--- src/rtl/sim_fin_pkg.sv ---
// ============================================================================
// Module   : sim_fin_pkg
// Purpose  : Shared state/cause encodings and widths for the sim_fin responder.
// Revision : 1.0
// ============================================================================
`default_nettype none

package sim_fin_pkg;

    localparam int ERR_W = 8;

    typedef enum logic [1:0] {
        CAUSE_NONE     = 2'd0,
        CAUSE_ALL_DONE = 2'd1,
        CAUSE_IDLE     = 2'd2,
        CAUSE_ERROR    = 2'd3
    } cause_e;

    typedef enum logic [2:0] {
        ST_IDLE        = 3'd0,
        ST_RUN         = 3'd1,
        ST_DRAIN       = 3'd2,
        ST_REQ         = 3'd3,
        ST_WAIT_ACK_LO = 3'd4,
        ST_DONE        = 3'd5
    } state_e;

endpackage

`default_nettype wire

--- src/rtl/sim_fin_sat_cnt.sv ---
// ============================================================================
// Module   : sim_fin_sat_cnt
// Purpose  : Up-counter with synchronous clear that sticks at all-ones.
// Revision : 1.0
// ============================================================================
`default_nettype none

module sim_fin_sat_cnt #(
    parameter int W = 8
) (
    input  logic         clk,
    input  logic         rst_n,
    input  logic         i_clr,
    input  logic         i_inc,
    output logic [W-1:0] o_cnt
);

    logic [W-1:0] r_cnt;

    always_ff @(posedge clk or negedge rst_n) begin
        if (!rst_n) begin
            r_cnt <= '0;
        end else if (i_clr) begin
            r_cnt <= '0;
        end else if (i_inc && (r_cnt != {W{1'b1}})) begin
            r_cnt <= r_cnt + W'(1);
        end
    end

    assign o_cnt = r_cnt;

endmodule

`default_nettype wire

--- src/rtl/sim_fin.sv ---
// ============================================================================
// Module   : sim_fin
// Purpose  : Watches agent done/activity/error, drains, then raises a
//            four-phase finish handshake carrying verdict and statistics.
// Revision : 1.0
// ============================================================================
`default_nettype none

module sim_fin
    import sim_fin_pkg::*;
#(
    parameter int AGENTS       = 4,
    parameter int DRAIN_CYCLES = 16,
    parameter int IDLE_TIMEOUT = 1000,
    parameter int CNT_W        = 32
) (
    input  logic              sim_fin_clk_ip,
    input  logic              sim_fin_rst_n_ip,
    input  logic              sim_fin_enable_ip,
    input  logic [AGENTS-1:0] sim_fin_done_ip,
    input  logic [AGENTS-1:0] sim_fin_activity_ip,
    input  logic [AGENTS-1:0] sim_fin_error_ip,
    input  logic              sim_fin_ack_ip,
    output logic              sim_fin_req_op,
    output logic              sim_fin_pass_op,
    output logic [1:0]        sim_fin_cause_op,
    output logic [ERR_W-1:0]  sim_fin_errors_op,
    output logic [CNT_W-1:0]  sim_fin_cycles_op,
    output logic [2:0]        sim_fin_state_op
);

    localparam int IDLE_W = $clog2(IDLE_TIMEOUT + 1) + 1;
    localparam int DRN_W  = $clog2(DRAIN_CYCLES + 1) + 1;
    localparam logic [IDLE_W-1:0] IDLE_LAST  = IDLE_W'(IDLE_TIMEOUT - 1);
    localparam logic [DRN_W-1:0]  DRAIN_LAST = DRN_W'(DRAIN_CYCLES - 1);

    state_e            r_state;
    cause_e            r_cause;
    logic              r_pass;
    logic              r_req;
    logic [AGENTS-1:0] r_done;

    logic [CNT_W-1:0]  w_cyc_cnt;
    logic [ERR_W-1:0]  w_err_cnt;
    logic [IDLE_W-1:0] w_idle_cnt;
    logic [DRN_W-1:0]  w_drn_cnt;

    logic w_in_run;
    logic w_in_drain;
    logic w_start;
    logic w_err_any;
    logic w_act_any;
    logic w_all_done;
    logic w_idle_hit;
    logic w_drain_last;

    assign w_in_run     = (r_state == ST_RUN);
    assign w_in_drain   = (r_state == ST_DRAIN);
    assign w_start      = (r_state == ST_IDLE) && sim_fin_enable_ip;
    assign w_err_any    = |sim_fin_error_ip;
    assign w_act_any    = |sim_fin_activity_ip;
    assign w_all_done   = &(r_done | sim_fin_done_ip);
    assign w_idle_hit   = (IDLE_TIMEOUT != 0) && !w_act_any && (w_idle_cnt == IDLE_LAST);
    assign w_drain_last = (w_drn_cnt == DRAIN_LAST);

    sim_fin_sat_cnt #(.W(CNT_W)) u_cyc_cnt (
        .clk   (sim_fin_clk_ip),
        .rst_n (sim_fin_rst_n_ip),
        .i_clr (w_start),
        .i_inc (w_in_run || w_in_drain),
        .o_cnt (w_cyc_cnt)
    );

    // Error count is per cycle with any error bit, not per agent.
    sim_fin_sat_cnt #(.W(ERR_W)) u_err_cnt (
        .clk   (sim_fin_clk_ip),
        .rst_n (sim_fin_rst_n_ip),
        .i_clr (w_start),
        .i_inc ((w_in_run || w_in_drain) && w_err_any),
        .o_cnt (w_err_cnt)
    );

    sim_fin_sat_cnt #(.W(IDLE_W)) u_idle_cnt (
        .clk   (sim_fin_clk_ip),
        .rst_n (sim_fin_rst_n_ip),
        .i_clr (w_start || (w_in_run && w_act_any)),
        .i_inc (w_in_run && !w_act_any),
        .o_cnt (w_idle_cnt)
    );

    sim_fin_sat_cnt #(.W(DRN_W)) u_drn_cnt (
        .clk   (sim_fin_clk_ip),
        .rst_n (sim_fin_rst_n_ip),
        .i_clr (!w_in_drain),
        .i_inc (w_in_drain),
        .o_cnt (w_drn_cnt)
    );

    always_ff @(posedge sim_fin_clk_ip or negedge sim_fin_rst_n_ip) begin
        if (!sim_fin_rst_n_ip) begin
            r_state <= ST_IDLE;
            r_cause <= CAUSE_NONE;
            r_pass  <= 1'b0;
            r_req   <= 1'b0;
            r_done  <= '0;
        end else begin
            case (r_state)
                ST_IDLE: begin
                    if (sim_fin_enable_ip) begin
                        r_state <= ST_RUN;
                        r_cause <= CAUSE_NONE;
                        r_pass  <= 1'b0;
                        r_done  <= '0;
                    end
                end
                ST_RUN: begin
                    r_done <= r_done | sim_fin_done_ip;
                    if (w_err_any) begin
                        r_state <= ST_DRAIN;
                        r_cause <= CAUSE_ERROR;
                    end else if (w_all_done) begin
                        r_state <= ST_DRAIN;
                        r_cause <= CAUSE_ALL_DONE;
                    end else if (w_idle_hit) begin
                        r_state <= ST_DRAIN;
                        r_cause <= CAUSE_IDLE;
                    end else if (!sim_fin_enable_ip) begin
                        r_state <= ST_IDLE;
                    end
                end
                ST_DRAIN: begin
                    if (w_err_any) begin
                        r_cause <= CAUSE_ERROR;
                    end
                    // An error on the final drain cycle still spoils the verdict.
                    if (w_drain_last) begin
                        r_state <= ST_REQ;
                        r_req   <= 1'b1;
                        r_pass  <= !w_err_any && (r_cause == CAUSE_ALL_DONE) && (w_err_cnt == '0);
                    end
                end
                ST_REQ: begin
                    if (sim_fin_ack_ip) begin
                        r_state <= ST_WAIT_ACK_LO;
                        r_req   <= 1'b0;
                    end
                end
                ST_WAIT_ACK_LO: begin
                    if (!sim_fin_ack_ip) begin
                        r_state <= ST_DONE;
                    end
                end
                ST_DONE: begin
                    r_state <= ST_DONE;
                end
                default: begin
                    r_state <= ST_IDLE;
                    r_req   <= 1'b0;
                end
            endcase
        end
    end

    assign sim_fin_req_op    = r_req;
    assign sim_fin_pass_op   = r_pass;
    assign sim_fin_cause_op  = r_cause;
    assign sim_fin_errors_op = w_err_cnt;
    assign sim_fin_cycles_op = w_cyc_cnt;
    assign sim_fin_state_op  = r_state;

endmodule

`default_nettype wire

--- config.mk ---
export PLATFORM = sky130hd
export DESIGN_NAME = sim_fin
export DESIGN_NICKNAME = d
export VERILOG_FILES = /design/src/rtl/sim_fin_pkg.sv /design/src/rtl/sim_fin_sat_cnt.sv /design/src/rtl/sim_fin.sv
export SDC_FILE = /design/constraint.sdc
export NUM_CORES = 1
export LEC_CHECK = 0
export CORE_MARGIN = 2
export CORE_UTILIZATION = 31
export CTS_CLUSTER_DIAMETER = 200
export DETAILED_ROUTE_END_ITERATION = 16
export PLACE_DENSITY_LB_ADDON = 0.2
export SLEW_MARGIN = 20
export SYNTH_ARGS = -nofsm -noshare
export SYNTH_HDL_FRONTEND = slang
export SYNTH_SLANG_ARGS = --single-unit
--- constraint.sdc ---
create_clock -name sim_fin_clk_ip -period 2.9 [get_ports sim_fin_clk_ip]
set_input_delay 0.725 -clock sim_fin_clk_ip [delete_from_list [all_inputs] [get_ports sim_fin_clk_ip]]
set_output_delay 0.725 -clock sim_fin_clk_ip [all_outputs]
set_load 0.05 [all_outputs]
======== Word-level counts from Yosys, hierarchy flattened ========
Index checks and enable logic that the tools add are counted.
cells by class
  $add $sub $neg .......................... 4
  equality and inequality tests ........... 20
  multiplexer cells ....................... 31
  bitwise gates (word level) .............. 2
  reduce and logical (&&, ||, !) cells .... 32
operator list
  cell                                                               number
  32-bit 2-to-1 mux                                                  2
  32-bit by 1-bit adder with 32-bit output, second input constant    1
  32-bit != test, second input constant                              1
  3-bit 2-to-1 mux                                                   8
  11-bit 2-to-1 mux                                                  2
  3-bit one-hot mux with 6 select lines                              1
  8-bit 2-to-1 mux                                                   2
  6-bit 2-to-1 mux                                                   2
  2-bit != test, second input constant                               6
  4-bit OR reduction                                                 3
  11-bit by 1-bit adder with 11-bit output, second input constant    1
  11-bit by 10-bit == test with 1-bit output, second input constant  1
  1-bit logical AND                                                  11
  11-bit != test, second input constant                              1
  2-bit 2-to-1 mux                                                   5
  2-bit nonzero test                                                 5
  8-bit by 1-bit adder with 8-bit output, second input constant      1
  8-bit zero test                                                    1
  8-bit != test, second input constant                               1
  4-bit one-hot mux with 2 select lines                              1
  4-bit AND reduction                                                2
  6-bit by 1-bit adder with 6-bit output, second input constant      1
  3-bit by 2-bit == test with 1-bit output, second input constant    2
  3-bit == test, second input constant                               2
  other kinds (20)                                                   26
storage, ports and cells
  bits in registers ....................... 68
  output and inout bits ................... 47

======== Logic depth before layout (Yosys ltp) ========
  word-level depth ........................ 7
  gate-level depth with buffers ........... 9
  mapped depth without buffers ............ 6

======== Cells and area by module ========
Synthesis repeated with hierarchy kept, for this count alone.
second synthesis, totals
  cell total of the unflattened synthesis .. 423
  area total of the unflattened synthesis .. 4047.6 µm²
modules (own cells, without submodules)
  module                         times used  cells each  area each (µm²)  seq. area each (µm²)
  sim_fin_sat_cnt at u_cyc_cnt   1           198         1854.3           800.8
  sim_fin                        1           83          765.7            275.3
  sim_fin_sat_cnt at u_idle_cnt  1           58          618.1            275.3
  sim_fin_sat_cnt at u_err_cnt   1           49          464.2            200.2
  sim_fin_sat_cnt at u_drn_cnt   1           35          345.3            150.1

======== Worst setup path before layout ========
OpenSTA, ideal clock, no wires.
  kind .................................... register -> register
  start ................................... register u_cyc_cnt.r_cnt[8], in the netlist u_cyc_cnt.o_cnt[8]
  end ..................................... register u_cyc_cnt.r_cnt[21], in the netlist u_cyc_cnt.o_cnt[21]
  setup time .............................. 0.078 ns
  arrival ................................. 2.334 ns
  data required time ...................... 2.822 ns
  path slack .............................. 0.488 ns
  cell stages (with the launch flop) ...... 7
  path buffers ............................ 1
  period minus slack after synthesis ...... 2.412 ns
  cell sequence ........................... dfrtp_1 > nand4_2 > or4b_4 > or2_1 > buf_6 > or4_1 > a21oi_1
on the way
  word-level cells in the longest chain between the ends .. 3
  elaborated cells between the ends (all ways) .. 6
RTL lines
  what                                                                        RTL line                                      text
  start: declaration                                                          sim_fin_sat_cnt.sv:18                         logic [W-1:0] r_cnt;
  start signal: assignment                                                    sim_fin_sat_cnt.sv:26                         r_cnt <= r_cnt + W'(1);
  32-bit by 1-bit adder with 32-bit output or 32-bit != test (tied branches)  sim_fin_sat_cnt.sv:26, sim_fin_sat_cnt.sv:25
  32-bit 2-to-1 mux or 1-bit logical AND (tied branches)                      sim_fin_sat_cnt.sv:25                         end else if (i_inc && (r_cnt != {W{1'b1}})) begin
  32-bit 2-to-1 mux or 2-bit nonzero test (tied branches)                     n/a
Parallel ways exist; a longest one is shown, timed or not. The select of a mux whose other input is x is not followed.
A chain may end at the register's enable or synchronous reset.

======== Final worst setup path ========
  start ................................... register r_state[1], in the netlist sim_fin_state_op[1]
  end ..................................... output sim_fin_state_op[1]
RTL lines
  what                      RTL line        text
  start: declaration        sim_fin.sv:37   state_e r_state;
  start signal: assignment  sim_fin.sv:101  r_state <= ST_IDLE;
  start signal: assignment  sim_fin.sv:110  r_state <= ST_RUN;
  start signal: assignment  sim_fin.sv:119  r_state <= ST_DRAIN;
  end: declaration          sim_fin.sv:29   output logic [2:0] sim_fin_state_op
No word-level cell between the ends.

==> run metrics <==
arrival time at the worst endpoint=1730 ps; most common cell after layout, fill and taps aside=dfrtp_1; Distinct cells, synth=48; CP Cell Sequence=clkdlybuf4s50_1; number of diodes=0; TritonCTS Buffers=9; post-placement cell area=4490 µm²; WP data required=2170 ps; Clock Power Share=26.0%; pre-CTS setup slack=98.5 ps; Seq/Total Area, Yosys=46.7%; GP Congestion=0.837; WL final=9.22 mm; Cell Area, Synth=3640 µm²; max-slew violations=0; Max Buffers Root-to-Sink=2; vias in the first global route=3,087; Core Area=11,500 µm²; Clock Pin Slew Worst Setup and Hold Paths=50 ps; DPL Wire Length=6.52 mm; Hold Buf Count CTS=0; pin count of the biggest net entering global routing=69; number of max-cap violations=0; root buf cell=clkbuf_16; clock skew=7.91 ps; flop2flop setup slack=520 ps; min Tclk post-route=2450 ps; Die ar.=12,600 µm²; synthesized flop and latch total=68; most common flop cell mapped by yosys=dfrtp_1; final global-route overflow total=0; Avg Inst Size Synth=9.32 µm²; die height=112 µm; Fillers=1,121; Switch Pwr=1.64 mW; final net count=485; fin area=4760 µm²; utilization after layout=41.5%; CTS tree=built; status=finished, final reports clean; YS warnings=0; Slew @ Worst Pin=656 ps; CP Launch Type=flip-flop; Layout area overhead=30.6%; final hold slack=390 ps; Int Pwr=2.24 mW; RSZ-0062 raised after global routing=false; Register-to-Register Path Depth=5; CP Class=flip-flop to primary output; final worst path period share=84.6%; EDFF count, synth=0; most frequent cells in the layout=68 x dfrtp_1, 61 x clkdlybuf4s50_1, 40 x nand2_1; final setup vio count=0; Tot Pwr=3.88 mW; DIE WIDTH=112 µm; Sw Ratio=42.2%; Peak Freq=0.407 GHz; relative slew slack=55.9%; htree depth=3; Pre-antenna DRT Iters=4; Sequential Power Share=32.5%; layout cells sized above 1=8.74%; initial core utilization=31.8%; first-pass GRT wire length=15.6 mm; Overall Global Routing Usage=15.5%; combinational share of power=41.5%; I/O pin cnt=63; ys async rst share=100%; Leakage=1.99 nW; initial antenna violation count=0; worst min path class=input port to async pin; worst path bufs/invs=1; delay-heaviest family, CP=buffers and inverters; Worst-Skew Late Latency=340 ps; dpl cells=596; wire length per cell=15.1 µm; Post-Syn Instances=391; via count=3,228; Iter 0 DRT Violations=211; non-filler instance count after layout=612; P per Cell Area=816 nW/µm²; CTS sink count=68; setup bufs post-CTS=0; Detail Route Antenna Nets=0; Vias/cell=5.27; Mapped Nets=412; final setup margin=446 ps; PortBufs=62; row cnt=39; slowest stage delay, CP=870 ps; Critical Path Sink Type=primary output; Remaining DRCs=0; Slowest-stage cell, CP=clkdlybuf4s50_1; final setup TNS=0 ps; critical path peak fanout=10; final hold violations=0; maximum VDD drop=0.489 mV; cts repair resizes=0; WP depth=1
==> power groups by stage <==
stage / logic, mW / registers, mW / clock network, mW
finish: 1.61 / 1.26 / 1.01
global route: 1.76 / 1.29 / 1.08
CTS: 1.64 / 1.26 / 1.03
global placement: 1.61 / 1.27 / 0
floorplan: 0.752 / 1.55 / 0
detailed placement: 1.63 / 1.27 / 0
==> worst paths after layout <==
| kind | startpoint | end |
|---|---|---|
| worst min register to register | r_done[3] | r_done[3] |
| worst max register to register | sim_fin_state_op[1] | u_cyc_cnt.o_cnt[26] |
| worst min-delay path | sim_fin_rst_n_ip | u_idle_cnt.o_cnt[9] |
| max in group asynchronous | sim_fin_rst_n_ip | u_cyc_cnt.o_cnt[1] |
| min in group sim_fin_clk_ip | r_done[3] | r_done[3] |
| worst max-delay path | sim_fin_state_op[1] | sim_fin_state_op[1] |
==> cell families after synthesis <==
family,share of synthesized area (%)
multiplexers,4.50
flip-flops,46.7
AO/OA/AOI/OAI,12.5
buffers and inverters,2.61
adder cells (fa/ha/maj),1.72
AND/OR/NAND/NOR,27.2
XOR/XNOR,4.81
==> synth_stat cells (2+ instances only) <==
master | instances | area share (%)
o31ai_1 | 7 | 1.4
mux2_2 | 3 | 0.93
nand2_1 | 40 | 4.1
o31a_1 | 2 | 0.48
a31oi_1 | 4 | 0.69
and4_1 | 7 | 1.7
nand4_1 | 15 | 2.6
o22ai_1 | 3 | 0.52
nand2b_1 | 3 | 0.52
or3_1 | 12 | 2.1
nor3_1 | 5 | 0.69
nor3b_1 | 2 | 0.41
o21ai_0 | 20 | 2.7
a21oi_1 | 24 | 3.3
a2111oi_0 | 3 | 0.72
mux2i_1 | 13 | 3.6
o21a_1 | 3 | 0.62
nand3_1 | 23 | 3.2
buf_2 | 4 | 0.55
inv_1 | 9 | 0.93
a211oi_1 | 2 | 0.41
o211ai_1 | 2 | 0.41
or4_1 | 7 | 1.4
and3_1 | 5 | 0.86
nor2_1 | 39 | 4.0
ha_1 | 5 | 1.7
xnor2_1 | 16 | 3.8
or2_2 | 4 | 0.69
dfrtp_1 | 68 | 47
nor4_1 | 13 | 2.2
clkbuf_1 | 7 | 0.72
xor2_1 | 4 | 0.96
nor4b_1 | 2 | 0.48
==> routing by layer <==
layer / vias to the layer above / wire [µm] / GRT usage (%)
li1: 1598 / - / -
met1: 1558 / 4670 / 22.5
met2: 60 / 4070 / 22.7
met3: 12 / 301 / 2.70
met4: 0 / 176 / 6.75
met5: - / 0 / 0
==> registers in the layout, indices dropped and copies added (netlist names) <==
name	cells
sim_fin_req_op	1
u_drn_cnt.o_cnt	6
u_cyc_cnt.o_cnt	32
sim_fin_cause_op	2
u_idle_cnt.o_cnt	11
sim_fin_pass_op	1
u_err_cnt.o_cnt	8
sim_fin_state_op	3
r_done	4
==> layout make-up <==
type | count | area (µm²) | share of cell area [%]
well taps | 143 | 179 | 3.76
flip-flops and latches | 68 | 1700 | 35.8
repair buffers | 75 | 726 | 15.3
inverters | 9 | 33.8 | 0.710
clock buffers | 11 | 243 | 5.10
multi-input cells | 301 | 1850 | 38.8
clock inverters | 5 | 27.5 | 0.579
==> worst reg2reg max path, delay by kind of cell (launching register included) <==
| family | cells | cell delay, ps |
|---|---|---|
| and+or+nand+nor | 3 | 1430 |
| AOI/OAI and AO/OA | 1 | 90 |
| DFF | 1 | 530 |
| xor gates and xnor gates | 1 | 260 |
Power figures use the tool's default switching activity.
